[config.mk]
export PLATFORM = sky130hd
export DESIGN_NAME = ps2_host_tx
export DESIGN_NICKNAME = d
export VERILOG_FILES = /design/src/rtl/ps2_pkg.sv /design/src/rtl/ps2_line_sync.sv /design/src/rtl/ps2_host_tx.sv
export SDC_FILE = /design/constraint.sdc
export NUM_CORES = 1
export LEC_CHECK = 0
export ABC_AREA = 1
export CORE_MARGIN = 4
export CORE_UTILIZATION = 26
export CTS_BUF_LIST = sky130_fd_sc_hd__clkbuf_16
export CTS_CLUSTER_DIAMETER = 80
export DETAILED_ROUTE_END_ITERATION = 16
export HOLD_SLACK_MARGIN = 0.05
export PLACE_DENSITY = 0.54
export SETUP_SLACK_MARGIN = 0.2
export SLEW_MARGIN = 30
export SYNTH_ARGS = -nofsm -noshare
export SYNTH_HDL_FRONTEND = slang
export SYNTH_SLANG_ARGS = --single-unit
[constraint.sdc]
create_clock -name clk -period 4.3 [get_ports clk]
set_input_delay 0.43 -clock clk [delete_from_list [all_inputs] [get_ports clk]]
set_output_delay 0.43 -clock clk [all_outputs]
set_load 0.05 [all_outputs]
[src/rtl/ps2_pkg.sv]
// ps2_pkg: shared PS/2 host types, command codes and memory-map constants
package ps2_pkg;
  typedef enum logic [2:0] {
    IDLE,
    INHIBIT,
    RTS,
    SEND,
    ACK,
    WAIT_IDLE
  } ps2_tx_state_t;
  localparam logic [7:0] PS2_CMD_SET_LED = 8'hED;
  localparam logic [7:0] PS2_CMD_RESET = 8'hFF;
  localparam logic [7:0] PS2_RESP_ACK = 8'hFA;
  localparam logic [7:0] PS2_RESP_RESEND = 8'hFE;
  localparam logic [31:0] KBD_CMD = 32'hFFFF_0010;
endpackage

[src/rtl/ps2_line_sync.sv]
// ps2_line_sync: two-flop synchronizer with falling-edge detect for one PS/2 line
module ps2_line_sync (
  input  logic clk,
  input  logic resetn,
  input  logic line_in,
  output logic line,
  output logic fall
);
  logic s0, s1, prev;
  always_ff @(posedge clk)
    if (!resetn) {s0, s1, prev} <= 3'b111;
    else {s0, s1, prev} <= {line_in, s0, s1};
  assign line = s1;
  assign fall = prev & ~s1;
endmodule

[src/rtl/ps2_host_tx.sv]
// ps2_host_tx: host-to-device PS/2 command transmitter with ACK check and timeout
module ps2_host_tx
  import ps2_pkg::*;
#(
  parameter int unsigned INHIBIT_CYC = 5000,
  parameter int unsigned TIMEOUT_CYC = 750000
) (
  input  logic       clk,
  input  logic       resetn,
  input  logic [7:0] tx_data,
  input  logic       tx_valid,
  output logic       tx_ready,
  output logic       tx_done,
  output logic       tx_err,
  output logic       busy,
  input  logic       ps2_clk_in,
  input  logic       ps2_data_in,
  output logic       ps2_clk_oe,
  output logic       ps2_data_oe
);
  localparam int INH_W = $clog2(INHIBIT_CYC);
  localparam int TIM_W = $clog2(TIMEOUT_CYC);
  ps2_tx_state_t state, nxt;
  logic [9:0] frame;
  logic [3:0] bit_cnt;
  logic [INH_W-1:0] inh_cnt;
  logic [TIM_W-1:0] timer;
  logic data_q, clk_s, clk_fall, data_s, data_fall;
  logic inh_last, timed, timeout, ack_bad, idle_ok;
  ps2_line_sync u_clk_sync (
    .clk(clk), .resetn(resetn), .line_in(ps2_clk_in), .line(clk_s), .fall(clk_fall)
  );
  ps2_line_sync u_data_sync (
    .clk(clk), .resetn(resetn), .line_in(ps2_data_in), .line(data_s), .fall(data_fall)
  );
  assign inh_last = state == INHIBIT && inh_cnt == INH_W'(INHIBIT_CYC - 1);
  assign timed = state inside {SEND, ACK, WAIT_IDLE};
  assign timeout = timed && timer == TIM_W'(TIMEOUT_CYC - 1);
  assign ack_bad = state == ACK && clk_fall && data_s;
  assign idle_ok = state == WAIT_IDLE && clk_s && data_s;
  always_ff @(posedge clk)
    if (!resetn) state <= IDLE;
    else state <= nxt;
  always_comb begin
    nxt = state;
    unique case (state)
      IDLE:      nxt = tx_valid ? INHIBIT : IDLE;
      INHIBIT:   nxt = inh_last ? RTS : INHIBIT;
      RTS:       nxt = SEND;
      SEND:      nxt = (clk_fall && bit_cnt == 4'd9) ? ACK : SEND;
      ACK:       nxt = clk_fall ? (data_s ? IDLE : WAIT_IDLE) : ACK;
      WAIT_IDLE: nxt = idle_ok ? IDLE : WAIT_IDLE;
      default:   nxt = IDLE;
    endcase
    if (timeout) nxt = IDLE;
  end
  always_comb begin
    tx_ready = state == IDLE;
    busy = state != IDLE;
    ps2_clk_oe = state == INHIBIT;
    ps2_data_oe = inh_last || state == RTS || (state == SEND && data_q);
  end
  always_ff @(posedge clk)
    if (!resetn) begin
      frame <= '0;
      bit_cnt <= '0;
      inh_cnt <= '0;
      timer <= '0;
      data_q <= 1'b0;
      tx_done <= 1'b0;
      tx_err <= 1'b0;
    end else begin
      tx_done <= idle_ok && !timeout;
      tx_err <= timeout || ack_bad;
      inh_cnt <= state == INHIBIT ? inh_cnt + 1'b1 : '0;
      timer <= (timed && !clk_fall) ? timer + 1'b1 : '0;
      if (state == IDLE && tx_valid) begin
        frame <= {1'b1, ~^tx_data, tx_data};
        bit_cnt <= '0;
      end
      if (state == RTS) data_q <= 1'b1;
      else if (state == SEND && clk_fall) begin
        data_q <= ~frame[bit_cnt];
        bit_cnt <= bit_cnt + 1'b1;
      end else if (state == IDLE) data_q <= 1'b0;
    end
endmodule

; Yosys cells after proc, flatten, opt, wreduce, memory -nomap -nowiden
; Index checks and enable logic that the tools add are counted.
; W data, S select, Z words.
[word_totals]
in_bits = 13
ff_bits = 58
out_inout_bits = 6
[op_classes]
eq_ne = 8
n_reduce_logical = 25
add_sub_neg = 3
mux = 15
order_cmp = 1
bitwise_logic = 4
[ops]
columns = op, count
row1 = $add A20 B1 Y20 const B, 1
row2 = $eq A20 B20 Y1 const B, 1
row3 = $pmux W3 S6, 1
row4 = $add A13 B1 Y13 const B, 1
row5 = $eq A13 B13 Y1 const B, 1
row6 = $logic_and A1 B1 Y1, 12
row7 = $mux W3, 4
row8 = $mux W4, 3
row9 = $reduce_bool A3 Y1, 3
row10 = $reduce_xnor A8 Y1, 1
row11 = $eq A3 B2 Y1 const B, 2
row12 = $eq A3 B3 Y1 const B, 2
row13 = $lt A4 B5 Y1 const B, 1
row14 = $mux W1, 5
row15 = $add A4 B1 Y4 const B, 1
row16 = $bmux W1 S4, 1
row17 = $eq A4 B4 Y1 const B, 1
row18 = $reduce_and A2 Y1, 2
row19 = $eq A3 B1 Y1 const B, 1
row20 = $logic_not A3 Y1, 1
row21 = $logic_or A1 B1 Y1, 3
row22 = $not A1 Y1, 3
row23 = $logic_not A1 Y1, 2
row24 = $mux W2, 1
row25 = 2 further kinds, 2

; Logic depth before layout (Yosys ltp)
[logic_depth]
ltp_word = 5
ltp_mapped = 10
ltp_nobuf = 10

; By module
; Synthesis repeated with hierarchy kept, for this count alone.
[unflattened]
hier_cells = 397
area_unflattened_um2 = 2894.0
[by_module_without_submodules]
columns = mod, cells_each, seq_area_each_um2, area_each_um2, instances
row1 = ps2_host_tx, 375, 1061.0, 2713.9, 1
row2 = ps2_line_sync, 11, 60.1, 90.1, 2

; Least setup slack after synthesis
; OpenSTA, ideal clock, no wires.
[synth_timing]
kind = reg-to-output
startpoint = reg state[0]
endpoint = out ps2_data_oe
path_stages_with_launch = 5
path_slack_ns = 1.198
t_arrival_ns = 2.672
required_time_ns = 3.870
cell_sequence = dfxtp_1 inv_1 nor3_1 inv_1 o221ai_1
[synth_via]
elab_chain_len = 4
elab_cells_between_ends = 7
[synth_rtl]
columns = item, line_no
row1 = start: declaration, ps2_host_tx.sv:23  ; ps2_tx_state_t state, nxt;
row2 = start signal: assignment, ps2_host_tx.sv:43  ; else state <= nxt;
row3 = $eq A3 B1 Y1, --
row4 = net ps2_clk_oe, ps2_host_tx.sv:18  ; output logic ps2_clk_oe,
row5 = $logic_and A1 B1 Y1, ps2_host_tx.sv:36  ; assign inh_last = state == INHIBIT && inh_cnt == INH_W'(INHIBIT_CYC - 1);
row6 = $logic_or A1 B1 Y1 (2 in a row), ps2_host_tx.sv:61  ; ps2_data_oe = inh_last || state == RTS || (state == SEND && data_q);
row7 = end: declaration, ps2_host_tx.sv:19  ; output logic ps2_data_oe
; The timed path passes the listed nets, and every way through them passes these cells.

; Worst setup path after layout
[layout_timing]
startpoint = reg state[0]
endpoint = out ps2_data_oe
[layout_via]
elab_chain_len = 4
elab_cells_between_ends = 7
[layout_rtl]
columns = item, line_no
row1 = $eq A3 B1 Y1, ps2_host_tx.sv:36
row2 = $logic_and A1 B1 Y1, ps2_host_tx.sv:36
row3 = $logic_or A1 B1 Y1, ps2_host_tx.sv:61
row4 = $logic_or A1 B1 Y1 (*), ps2_host_tx.sv:61
; Mark *: on every way between the ends. The rest lies on a longest branch, timed or not.

==> metrics.cfg <==
[sta]
slew_headroom_pct=54.35
finClkSkew_ps=6.954
max_freq_ghz=0.3769
rsz0062_at_grt=false
finalCritPeriodShare_pct=61.71
worst_pin_slew_ps=683.1
whs_ps=411.5
fin_crit_ps=2654
slew_violations=0
finalHoldViolations=0
setup_violations=0
finalSetupTns_ps=0

[setup_path]
critical_path_arrival_ps=2220
critPathSlowestCell=clkdlybuf4s50_1
cpMostUsedCell=inv_1
crit_path_end_kind=output port
crit_required_ps=3870
reg2regPathDepth=6
path_class=flop to output port
max_stage_delay_ps=840
start_kind=flop
path_max_fanout=5
crit_path_cell_trace=inv_1 > nor3_1 > inv_1 > o221ai_1 > clkdlybuf4s50_1

[pwr]
power.leakage_nw=1.228
power.total_mw=1.337
peakVddDrop_uv=176.9
combPwrFrac_pct=5.8
power_density_nw_per_um2=397.6
clkPwrFrac_pct=52.8
internal_power_mw=1.031
p_sw_uw=305.3
switching_share_pct=22.84
p_seq_share_pct=41.4

[route]
route.vias.total=2457
drcViolationCount=0
ant_nets=0
wl_per_cell_um=10.27
first_pass_iters=4
routed_wl_um=5730
drtIter0Drc=78
avgViaCountPerCell=4.403

[floorplanning]
initial_utilization_pct=26.65
num_rows=37
die_w_um=110.6
die_area_um2=12240
die_y_um=110.6
ios=19
core_um2=10280

[cts]
cts_inserted_buffers=9
cts_num_sinks=58
cts_setup_buffers=0
clock_latency_ps=320
ctsRootBufferMaster=clkbuf_16
path_clk_slew_ps=60
cts_tree=done
cts.htree.levels=3
holdBufCountCts=0
cts_resized=0
clockBufferDepth=2

[global_routing]
antenna_found_initial=0
grt_usage_pct=10.04
grt_pass1_wl_um=10330
grt_pass1_vias=2360
grt_max_degree=24
globalRouteOverflowTotal=0

[finish]
diodes=0
utilization_pct=32.71
fill_cells=1131
synthToLayoutAreaGrowth_pct=22.75
nets=434
drive_gt1_share_pct=6.635
final_cells=558

[placed_design]
place_hpwl_um=4311
dp.cells=542
io_buffers=18
gp_routability_congestion=0.8350

[yosys]
netlist_area_um2=2739
yosysSeqAreaShare_pct=42.39
syn_avg_cell_area_um2=6.951
ys_ff_latch=58
synth_cells=394
synth_warnings=0
yosysUniqueCellTypes=28
synth.net_count=411

[hold_path]
whs_path_depth=1
hp-class=flop to flop

[run]
maxCapViolations=0

[outcome]
status=finished clean

## layout by cell type (no fill, tap or decap)
cell type,Yosys,final
nand4_1,6,6
nor3_1,12,12
clkdlybuf4s50_1,0,18
nand2_1,80,80
nor2_1,52,52
xnor2_1,4,4
o21ai_0,22,22
o221ai_1,1,1
nor3b_1,1,1
nor2_2,2,2
clkbuf_16,0,9
nor3_4,1,1
dfxtp_1,58,58
bufinv_16,0,1
clkinv_1,0,1
xor2_1,8,8
a31oi_1,1,1
inv_2,2,2
a21oi_1,35,35
nor3b_2,1,1
clkinvlp_4,0,1
o21ai_1,1,1
or2_2,7,7
and3_1,1,1
o31ai_1,1,1
a211oi_1,3,3
inv_1,53,53
clkinv_4,0,2
inv_6,0,2
ha_1,4,4
nand3_1,32,32
## Yosys cell counts
| cell type | number | area share (%) |
|---|---|---|
| nor3b_2 | 1 | 0.46 |
| nor2_2 | 2 | 0.46 |
| buf_1 | 1 | 0.14 |
| a21oi_1 | 35 | 6.4 |
| nor2_1 | 52 | 7.1 |
| xor2_1 | 8 | 2.6 |
| dfxtp_1 | 58 | 42 |
| and3_1 | 1 | 0.23 |
| o31ai_1 | 1 | 0.27 |
| inv_2 | 2 | 0.27 |
| nand3_1 | 32 | 5.8 |
| o21ai_0 | 22 | 4.0 |
| buf_4 | 1 | 0.27 |
| nor3b_1 | 1 | 0.27 |
| buf_2 | 2 | 0.37 |
| ha_1 | 4 | 1.8 |
| nor3_4 | 1 | 0.59 |
| a31oi_1 | 1 | 0.23 |
| o221ai_1 | 1 | 0.32 |
| xnor2_1 | 4 | 1.3 |
| nand4_1 | 6 | 1.4 |
| nand2_1 | 80 | 11 |
| nor3_1 | 12 | 2.2 |
| a211oi_1 | 3 | 0.82 |
| o21ai_1 | 1 | 0.18 |
| or2_2 | 7 | 1.6 |
| inv_1 | 53 | 7.3 |
| clkbuf_1 | 2 | 0.27 |
## routing by layer
metal	track usage, %	vias to the layer above	share of wire [%]
met4	4.269	0	1.4
met1	11.57	1106	48
li1	-	1321	-
met5	0	-	0
met2	17.15	23	48
met3	3.068	7	2.3
## logic make-up after synthesis
| group | share of synthesized area [%] |
|---|---|
| flops | 42.39 |
| buf+inv | 8.589 |
| xor+xnor | 3.837 |
| simple gates | 31.11 |
| fa+ha+maj | 1.827 |
| compound gates | 12.24 |
## power groups by stage
stage | sequential, mW | combinational, mW | clock (mW)
2_1_floorplan | 0.564 | 0.0505 | 0
3_3_place_gp | 0.564 | 0.0773 | 0
3_5_place_dp | 0.565 | 0.0783 | 0
4_1_cts | 0.553 | 0.0787 | 0.727
5_1_grt | 0.554 | 0.0878 | 0.756
6_report | 0.553 | 0.0773 | 0.706
## final timing paths
check                start              end  slack (ps)
min          u_clk_sync.s0  u_clk_sync.line         410
max reg2reg       state[1]         frame[7]        2460
min reg2reg  u_clk_sync.s0  u_clk_sync.line         410
max               state[0]      ps2_data_oe        1650
## area by class of cell
cell class | instances | area, um2 | share of cell area, %
timing repair buffer | 18 | 180.2 | 5.359
clock buffer | 9 | 225.2 | 6.699
clock inverter | 7 | 76.32 | 2.270
multi-input combinational | 275 | 1343 | 39.93
tap | 136 | 170.2 | 5.061
inverter | 55 | 206.4 | 6.141
sequential | 58 | 1161 | 34.54
## critical path, delay by kind of cell, from the launching register on
kind                   cells  cell delay (ps)
AO/OA/AOI/OAI              1              220
buffers and inverters      3             1060
flip-flops                 1              330
AND/OR/NAND/NOR            1              290
## registers in the layout, indices dropped and copies added (netlist names)
| register | count |
|---|---|
| bit_cnt | 4 |
| data_q | 1 |
| frame | 10 |
| inh_cnt | 13 |
| state | 3 |
| timer | 20 |
| tx_done | 1 |
| tx_err | 1 |
| u_clk_sync.line | 1 |
| u_clk_sync.prev | 1 |
| u_clk_sync.s0 | 1 |
| u_data_sync.line | 1 |
| u_data_sync.s0 | 1 |
## stage by stage
stage / setup WS [ps] / instance area, um2
floorplan: 1198 / 2739
global placement: 1989 / 3060
detailed placement: 1913 / 3060
CTS: 1590 / 3362
global route: 1501 / 3362
finish: 1646 / 3362
No activity file was read; power rests on OpenSTA's default activity.
==> RTL edit, RTL diff (config.mk and constraints unchanged) <==
Make the reset (`resetn`) asynchronous in 3 clocked blocks.
--- a/src/rtl/ps2_line_sync.sv
+++ b/src/rtl/ps2_line_sync.sv
@@ -9,3 +9,3 @@
   logic s0, s1, prev;
-  always_ff @(posedge clk)
+  always_ff @(posedge clk or negedge resetn)
     if (!resetn) {s0, s1, prev} <= 3'b111;
--- a/src/rtl/ps2_host_tx.sv
+++ b/src/rtl/ps2_host_tx.sv
@@ -40,3 +40,3 @@
   assign idle_ok = state == WAIT_IDLE && clk_s && data_s;
-  always_ff @(posedge clk)
+  always_ff @(posedge clk or negedge resetn)
     if (!resetn) state <= IDLE;
@@ -62,3 +62,3 @@
   end
-  always_ff @(posedge clk)
+  always_ff @(posedge clk or negedge resetn)
     if (!resetn) begin
Function: differs if resetn is asserted again (counterexample within 4 cycles, from zero or initial values and one cycle with resetn low); with resetn held inactive, the same outputs for 10 cycles.
==> RTL edit against the unedited design <==
First-iteration DRC count increased by 130%; routed wire length grew 19%; synthesized cell count up 13%; count of clock-buffer cells in the layout is the same; register-to-register slack better by 0.07 ns; combinational power shrank 35%; final cell count is 12% higher; power is 3.0% lower; sequential cell count is the same; cell area is 13% higher; worst setup slack lost 0.010 ns; synthesized area up 16%; critical endpoint unchanged; highest routed layer unchanged.
==> RTL edit: results (changes against the unedited design) <==
stage;metric;value;unit;change
status;status;completed;;
min_path;Worst Hold Class;in -> async;;
pwr;worst ir drop on vdd;158;uV;-11%
final_layout;area occupied by multi-input gates;1440;sq um;+7.5%
final_layout;layout net count;488;;+12%
final_layout;share of layout cells above drive strength 1;0.0735;;+0.00718
pwr;clock-net power;0.000686;W;-2.8%
place;placed cells;607;;+12%
final_layout;nonclk buf count;20;;+2
synthesis;Synth Area per Inst;7.14;sq um;+2.7%
final_layout;filler instances;1281;;+13%
sta;Worst Tran Pin Value;0.737;ns;+0.0540 ns
critical_path;Critical Path Source;inh_cnt[0];;
synthesis;Mapped Nets;462;;+12%
grt;first-pass GRT wire length;12200;microns;+19%
synthesis;Distinct cells, synth;25;;-11%
sta;skew final;0.00843;ns;+0.00147 ns
final_layout;non-clk buf share;0.0500;;-0.00361
critical_path;RR Endpoint;bit_cnt[0];;
detailed_routing;Avg WL per Cell;10.9;microns;+6.4%
final_layout;register area;1460;sq um;+26%
final_layout;FF+latch count;58;;unchanged
detailed_routing;DRT iter0 DRCs;176;;+130%
final_layout;Core Util, Final;0.318;;-0.00903
final_layout;inverters;65;;+18%
place;Final GP Congestion;0.846;;+1.4%
critical_path;worst reg-to-reg setup slack;2.53;ns;+0.07 ns
place;post-detail-place hpwl;5030;microns;+17%
synthesis;largest cells by area after synthesis;dfrtp_1 (42%), nand2_1 (14%), nor2_1 (9.6%);;
pwr;Comb pwr share;0.039;;-0.019
final_layout;max reg flops;20;;unchanged
critical_path;Max stage delay on crit path;0.80;ns;-0.04 ns
pwr;static leakage;1.79;nW;+46%
synthesis;Async S/R FF share, synth;1.00;;+1.00
place;Placed Area;3520;sq um;+15%
detailed_routing;Vias;2755;;+12%
critical_path;worst r2r src;state[2];;
place;dpl ws;1.98;ns;+0.0672 ns
synthesis;dominant synthesized flop cell;dfrtp_1;;
grt;total track usage;0.104;;+0.00391
sta;Min Hold Slack;0.266;ns;-0.145 ns
pwr;switching pwr;0.000279;W;-8.6%
final_layout;Multi-In Gates;317;;+15%
[RTL edit: cell types whose count changed in the layout (fill, tap and decap cells not counted), moves of 3 or more]
cell | before | now
nand2_1 | 80 | 121
a21oi_1 | 35 | 10
clkinv_2 | 0 | 3
inv_1 | 53 | 64
dfxtp_1 | 58 | 0
nor3_1 | 12 | 18
or2_2 | 7 | 0
dfrtp_1 | 0 | 53
nand3_1 | 32 | 35
nor2_1 | 52 | 80
dfstp_2 | 0 | 5
a211oi_1 | 3 | 0
[RTL edit: cells by family after synthesis]
kind of cell    after synthesis  synth area share
simple gates                267             0.349
buf+inv                      70            0.0875
flops                        58             0.459
compound gates               37            0.0642
xor+xnor                      9            0.0248
fa+ha+maj                     4            0.0158
[RTL edit: per-layer routing]
layer / GRT usage / wire (microns)
met1: 0.133 / 3310
met2: 0.169 / 3130
met3: 0.0378 / 293
met4: 0.0239 / 79
met5: 0 / 0
